[src/rtl/prbs_pkg.sv]
// Shared definitions for the PRBS16 pattern generator and checker.
// Holds the sync FSM states, the default taps/seed and the next-bit predictor.
package prbs_pkg;

    localparam int unsigned PRBS_W = 16;
    localparam logic [PRBS_W-1:0] PRBS16_TAPS = 16'hB400;
    localparam logic [PRBS_W-1:0] PRBS16_SEED = 16'hACE1;

    typedef enum logic [1:0] {
        FILL   = 2'd0,
        CHECK  = 2'd1,
        LOCKED = 2'd2
    } sync_state_t;

    // Next bit the generator will emit, given the last 16 bits seen (h[15] oldest).
    function automatic logic prbs_predict(input logic [PRBS_W-1:0] h,
                                          input logic [PRBS_W-1:0] taps);
        return ^(h & taps);
    endfunction

endpackage

[src/rtl/prbs_predictor.sv]
// Received-bit history and prediction of the next PRBS16 bit.
// The history self-seeds from the line, so no local generator state is needed.
module prbs_predictor
    import prbs_pkg::*;
#(
    parameter logic [PRBS_W-1:0] TAPS = PRBS16_TAPS
) (
    input  logic              clk,
    input  logic              reset,
    input  logic              din,
    input  logic              din_valid,
    output logic [PRBS_W-1:0] hist,
    output logic              pred_c
);

    always_ff @(posedge clk) begin
        if (reset) begin
            hist <= '0;
        end else if (din_valid) begin
            hist <= {hist[PRBS_W-2:0], din};
        end
    end

    assign pred_c = prbs_predict(hist, TAPS);

endmodule

[config.mk]
export PLATFORM = sky130hd
export DESIGN_NAME = prbs_predictor
export DESIGN_NICKNAME = d
export VERILOG_FILES = /design/src/rtl/prbs_pkg.sv /design/src/rtl/prbs_predictor.sv
export SDC_FILE = /design/constraint.sdc
export NUM_CORES = 1
export LEC_CHECK = 0
export CORE_MARGIN = 8
export CORE_UTILIZATION = 40
export CTS_CLUSTER_SIZE = 20
export DETAILED_ROUTE_END_ITERATION = 12
export PLACE_DENSITY = 0.72
export SLEW_MARGIN = 20
export SYNTH_ARGS = -nofsm -noshare
export SYNTH_HDL_FRONTEND = slang
export SYNTH_SLANG_ARGS = --single-unit
[constraint.sdc]
create_clock -name clk -period 1.4 [get_ports clk]
set_clock_uncertainty 0.15 [all_clocks]
set_input_delay 0.28 -clock clk [delete_from_list [all_inputs] [get_ports clk]]
set_output_delay 0.28 -clock clk [all_outputs]
set_load 0.05 [all_outputs]
==> flow_summary_export.csv, run 1 <==
group,metric,value,unit
status,status,"finished with violations",
status,violations_in_the_final_reports,"negative setup slack",
cts,clock_tree.htree_level_count,1,
cells_and_area,most-common-layout-cells,"18 x sky130_fd_sc_hd__buf_12, 16 x sky130_fd_sc_hd__mux2i_1, 16 x sky130_fd_sc_hd__nor2_1",
setup_path,critical-path-slowest-cell,"sky130_fd_sc_hd__dfxtp_4",
synth,yosys_register_bits,16,
timing,setup_repair_after_global_routing_missed_its_margin,"yes",
timing,fin_crit_sh,1.14,
floorplan,dieArea,3020,um^2
cts,cts_tree,"yes",
setup_path,critical_path_buf_inv_count,1,
timing,fmax,625,MHz
synth,synthesis.area_per_instance,11.0,um^2
cells_and_area,final_util,0.759,
timing,hold_ws,0.422,ns
detailed_routing,wl_per_cell,13.0,um
floorplan,dieHeight,55.0,um
synth,adder_cell_share_of_the_synthesized_area,0,
setup_path,cp_cell_sequence,"xnor2_4, xnor2_4, buf_12",
detailed_routing,topRoutingLayerUsed,"met4",
floorplan,initial_core_util,0.412,
cells_and_area,layout-area-overhead-vs-synth,83.9,%
setup_path,worstSetupPathDepth,3,
detailed_routing,met2WireLength,683,um
detailed_routing,drt_pre_antenna_iters,4,
grt,grt_pass1_wl,2050,um
timing,maxSlewHeadroom,0.889,
timing,setup_slack_after_layout,-0.199,ns
detailed_routing,route.vias.total,467,
grt,antenna_found_initial,0,
synth,synth-warning-count,0,
timing,period_minus_slack,1.60,ns
setup_path,criticalPathCategory,"flop to primary output",
synth,synth_nets,59,
setup_path,arrival,1.17,ns
detailed_routing,wl_met1,511,um
timing,timing.final.max_slew_violations,0,
hold_path,hold_class,"flop to flop",
placement,place.gp.congestion,0.615,
setup_path,cpPeakStageDelay,0.37,ns
cts,root_buf_cell,"sky130_fd_sc_hd__clkbuf_4",
floorplan,floorplan.rows,14,
synth,synth-seq-area-share,0.528,
detailed_routing,detailroute.wirelength.met3,36,um
detailed_routing,post_route_ant_nets,0,
timing,final_setup_vio_count,1,
setup_path,timing.critical_path.to_type,"primary output",
setup_path,critical_path.most_common_cell,"sky130_fd_sc_hd__xnor2_4",
cells_and_area,layout_commonest_cell,"sky130_fd_sc_hd__buf_12",
cts,clkSlewWorstSetupHoldPaths,0.09,ns
hold_path,hold_start,"hist[3]",
grt,first_global_vias,488,
pwr,leakagePower,0.476,nW
synth,netlist-cell-type-count,9,
detailed_routing,drt-total-wl,1260,um
detailed_routing,vias_per_cell,4.81,
grt,grt_use_total,0.0943,
hold_path,min_to,"hist[3]",
synth,synth-simple-area-share,0.0990,
setup_path,timing.rr.end,"hist[10]",
cts,max-clock-path-buffers,2,
cells_and_area,flip_flop_count_of_the_largest_register_after_layout,16,
setup_path,critical_path_maximum_fanout,2,
synth,post_synth_mux_area_share,0.264,
pwr,irDropWorstVdd,0.489,mV
synth,combinational_family_with_the_most_area_after_synthesis,"multiplexers",
timing,hold_viol_final,0,
setup_path,r2r_slack,0.41,ns
cts,clock_buffers_created_by_tritoncts,3,
hold_path,worstHoldPathCells,2,
detailed_routing,drc_errors,0,
setup_path,kind_of_start_point_of_the_critical_path,"flop",
setup_path,crit_family,"flip-flops",
cts,clock_insertion_delay_worst_skew,0.28,ns
pwr,power,0.774,mW
cells_and_area,largestRegisters,"hist x16",
cells_and_area,fin_area,1120,um^2
setup_path,worstPathRequired,0.97,ns
run,timing.max_cap.violations,0,
grt,grt.overflow.total,0,
cells_and_area,num_antenna_cells,0,
floorplan,fp.coreArea,1470,um^2
detailed_routing,drt_first_iter_violations,7,
floorplan,die-width,55.0,um
placement,placedInstanceArea,1040,um^2
pwr,power_per_cell_area,694,nW/um^2
setup_path,r2r_start,"hist[10]",
placement,detailed_placement_wirelength_estimate,944,um
cells_and_area,final_layout_size_suffix_gt1_frac,0.407,
cells_and_area,fin_nets,86,
cells_and_area,registers.top_by_ff_count,"hist",
synth,compound_cell_area_share_of_the_yosys_netlist,0,
synth,synth_xor_xnor_area_share,0.0433,
timing,timing_worst_slew_pin_value,0.162,ns
synth,synthesis.instances,55,
synth,netlist_area,607,um^2
grt,grt_start_max_net_pins,17,
floorplan,pin_count,21,
placement,placement.io_buffers,20,
setup_path,worst_r2r_path_depth,3,
cts,clock_sinks,16,
## Yosys cell counts
master,n,area [um^2]
sky130_fd_sc_hd__buf_6,1,11.3
sky130_fd_sc_hd__mux2i_1,16,160
sky130_fd_sc_hd__xor2_1,1,8.76
sky130_fd_sc_hd__xnor2_1,2,17.5
sky130_fd_sc_hd__dfxtp_1,16,320
sky130_fd_sc_hd__buf_12,1,20.0
sky130_fd_sc_hd__buf_2,1,5.00
sky130_fd_sc_hd__buf_1,1,3.75
sky130_fd_sc_hd__nor2_1,16,60.1
## cells by family after synthesis
kind of cell / Yosys count
muxes: 16
buffers and inverters: 4
xor gates and xnor gates: 3
and+or+nand+nor: 16
DFF: 16
## cell type report
class | instances | area, um^2
tap | 16 | 20.0
multi-input combinational | 35 | 303
clock buffer | 3 | 22.5
fill | 90 | 355
timing repair buffer | 26 | 432
clock inverter | 1 | 3.75
sequential | 16 | 335
## worst max path at each step
stage / startpoint / end / slack [ns]
final: hist[13] / pred_c / -0.20
after global routing: hist[10] / pred_c / -0.25
after CTS: hist[13] / pred_c / -0.21
after detailed placement: din_valid / hist[12] / -0.11
after global placement: din_valid / hist[1] / -0.07
after floorplan: hist[10] / pred_c / 0.003
## timing repair
item | CTS | global route
hold buffers | 0 | 0
pin swaps | 2 | 1
setup endpoints to repair | 1 | 4
resized for setup | 2 | 1
setup buffers | 3 | 0
## per-layer routing
layer / GRT usage / vias up
met5: 0 / -
met2: 0.157 / 9
li1: - / 231
met1: 0.100 / 225
met3: 0.0160 / 2
met4: 0.0840 / 0
## per-stage QoR
stage	worst slack, ns	setup TNS (ns)	cells
after global placement	-0.0723	-0.976	90
after global routing	-0.247	-0.257	97
after CTS	-0.212	-0.212	97
final	-0.199	-0.199	97
after floorplan	0.00292	0	55
after detailed placement	-0.110	-1.29	90
## worst min-delay path, cell delays in order (launching register included)
cell	delay, ns
sky130_fd_sc_hd__dfxtp_1	0.35
sky130_fd_sc_hd__mux2i_1	0.13
sky130_fd_sc_hd__nor2_1	0.05
## power breakdown
group	internal [mW]	leakage, nW	switching, mW
Clock	0.103	0.0154	0.141
Combinational	0.0399	0.328	0.0354
Sequential	0.450	0.132	0.00435
Total	0.594	0.476	0.181
Power figures use the tool's default switching activity.
==> inputs of run 2 (changes only) <==
Settings changed: CORE_ASPECT_RATIO set to 1.1.
==> run 2 against run 1 <==
Effect of this change: the run still ends with negative setup slack left; cell count fell by 1.0%; routed wire length rose by 3.1%; count of clock-buffer cells in the layout did not move; non-clock buffer count fell by 1; critical path depth did not move; critical endpoint unchanged; highest routed layer unchanged.
==> flow_summary_export.csv, run 2 (synthesis results as in run 1) <==
group,metric,value,unit
status,status,"finished with violations",
status,violations_in_the_final_reports,"negative setup slack",
timing,final_setup_vio_count,1,
setup_path,cpPeakStageDelay,0.37,ns
setup_path,worstSetupPathDepth,3,
placement,preCtsSetupSlack,-0.125,ns
cts,clock_sinks,16,
pwr,irDropWorstVdd,0.465,mV
grt,grt_use_total,0.0959,
floorplan,pin_count,21,
cts,clkSlewWorstSetupHoldPaths,0.09,ns
cells_and_area,largestRegisters,"hist x16",
cts,cts_tree,"yes",
timing,fin_tns_setup,-0.193,ns
cells_and_area,stdcell_count,96,
cells_and_area,layout_commonest_cell,"sky130_fd_sc_hd__buf_12",
cts,clock_insertion_delay_worst_skew,0.28,ns
timing,setup_repair_after_global_routing_missed_its_margin,"yes",
timing,hold_ws,0.418,ns
detailed_routing,route.vias.total,458,
floorplan,fp.coreArea,1400,um^2
placement,detailed_placement_wirelength_estimate,964,um
setup_path,worstPathRequired,0.97,ns
floorplan,initial_core_util,0.433,
run,timing.max_cap.violations,0,
setup_path,worst_r2r_path_depth,3,
timing,period_minus_slack,1.59,ns
hold_path,hold_class,"flop to flop",
setup_path,timing.critical_path.to_type,"primary output",
cells_and_area,fin_nets,85,
setup_path,critPathLaunch,"hist[13]",
setup_path,arrival,1.16,ns
setup_path,kind_of_start_point_of_the_critical_path,"flop",
cells_and_area,fin_area,1100,um^2
grt,grt_start_max_net_pins,17,
cells_and_area,final_layout_size_suffix_gt1_frac,0.400,
detailed_routing,post_route_ant_nets,0,
floorplan,floorplan.rows,14,
pwr,leakagePower,0.470,nW
grt,antenna_found_initial,0,
floorplan,dieHeight,56.9,um
cts,max-clock-path-buffers,2,
cts,clock_tree.htree_level_count,1,
cells_and_area,registers.top_by_ff_count,"hist",
floorplan,die-width,53.1,um
grt,grt.overflow.total,0,
setup_path,r2r_start,"hist[12]",
placement,placed_cells,89,
placement,place.gp.congestion,0.650,
floorplan,dieArea,3020,um^2
pwr,power_per_cell_area,691,nW/um^2
timing,hold_viol_final,0,
detailed_routing,drt-total-wl,1300,um
detailed_routing,wl_per_cell,13.5,um
setup_path,timing.rr.end,"hist[13]",
cells_and_area,final_util,0.788,
detailed_routing,drc_errors,0,
pwr,power,0.763,mW
cells_and_area,fill_cells,79,
timing,timing_worst_slew_pin_value,0.196,ns
cells_and_area,flip_flop_count_of_the_largest_register_after_layout,16,
grt,grt_pass1_wl,2230,um
hold_path,worstHoldPathCells,2,
cts,clock_buffers_created_by_tritoncts,3,
setup_path,critical_path.most_common_cell,"sky130_fd_sc_hd__xnor2_4",
setup_path,critical-path-slowest-cell,"sky130_fd_sc_hd__dfxtp_4",
detailed_routing,drt_pre_antenna_iters,2,
cells_and_area,num_antenna_cells,0,
setup_path,setup.worst_path.end,"pred_c",
setup_path,critical_path_buf_inv_count,1,
timing,fin_crit_sh,1.14,
timing,setup_slack_after_layout,-0.193,ns
placement,placedInstanceArea,1030,um^2
detailed_routing,drt_first_iter_violations,5,
setup_path,criticalPathCategory,"flop to primary output",
grt,first_global_vias,444,
cts,root_buf_cell,"sky130_fd_sc_hd__clkbuf_4",
setup_path,crit_family,"flip-flops",
setup_path,cp_cell_sequence,"xnor2_4, xnor2_4, buf_12",
cells_and_area,layout-area-overhead-vs-synth,82.1,%
timing,maxSlewHeadroom,0.869,
timing,fmax,628,MHz
timing,timing.final.max_slew_violations,0,
setup_path,r2r_slack,0.42,ns
setup_path,critical_path_maximum_fanout,2,
cells_and_area,most-common-layout-cells,"18 x sky130_fd_sc_hd__buf_12, 16 x sky130_fd_sc_hd__mux2i_1, 16 x sky130_fd_sc_hd__nor2_1",
detailed_routing,vias_per_cell,4.77,
placement,placement.io_buffers,20,
==> run 2: cell types whose count changed in the layout (fill, tap and decap cells not counted), sizes merged <==
cell,previous run,this run
buf,23,22
==> run 2: layout make-up <==
cell class | count | area (um^2) | area share
repair buffers | 25 | 420 | 0.381
flip-flops and latches | 16 | 335 | 0.304
multi-input cells | 35 | 303 | 0.274
clock buffers | 3 | 22.5 | 0.0204
well taps | 16 | 20.0 | 0.0181
clock inverters | 1 | 3.75 | 0.00340
==> run 2: report_power, final <==
group	switching (mW)	internal, mW	total (mW)
logic	0.0354	0.0381	0.0735
clock network	0.131	0.103	0.235
registers	0.00444	0.450	0.455
==> run 2: what timing repair did <==
action | 4_1_cts | 5_1_grt
endpoints found under the hold margin | 0 | 0
resized for setup | 2 | 0
setup buffers | 3 | 0
endpoints found under the setup margin | 1 | 1
pin swaps | 2 | 0
hold buffers | 0 | 0
==> run 2: routing by layer <==
metal	vias to the layer above	wire length (um)	share of wire	track usage
li1	233	-	-	-
met4	0	9	0.0069	0.0325
met5	-	0	0	0
met3	2	70	0.054	0.0289
met2	10	665	0.51	0.149
met1	213	551	0.42	0.119
==> run 2: worst min-delay path, cell delays in order, from the launching register on <==
cell and delay (ns):
sky130_fd_sc_hd__dfxtp_1 0.35, sky130_fd_sc_hd__mux2i_1 0.14, sky130_fd_sc_hd__nor2_1 0.05
==> run 2: worst min-delay path by stage <==
stage / start / slack (ns) / end
4_1_cts: hist[6] / 0.42 / hist[6]
3_5_place_dp: hist[15] / 0.40 / hist[15]
6_report: hist[3] / 0.42 / hist[4]
5_1_grt: hist[11] / 0.43 / hist[11]
2_1_floorplan: din / 0.28 / hist[0]
3_3_place_gp: hist[15] / 0.38 / hist[15]
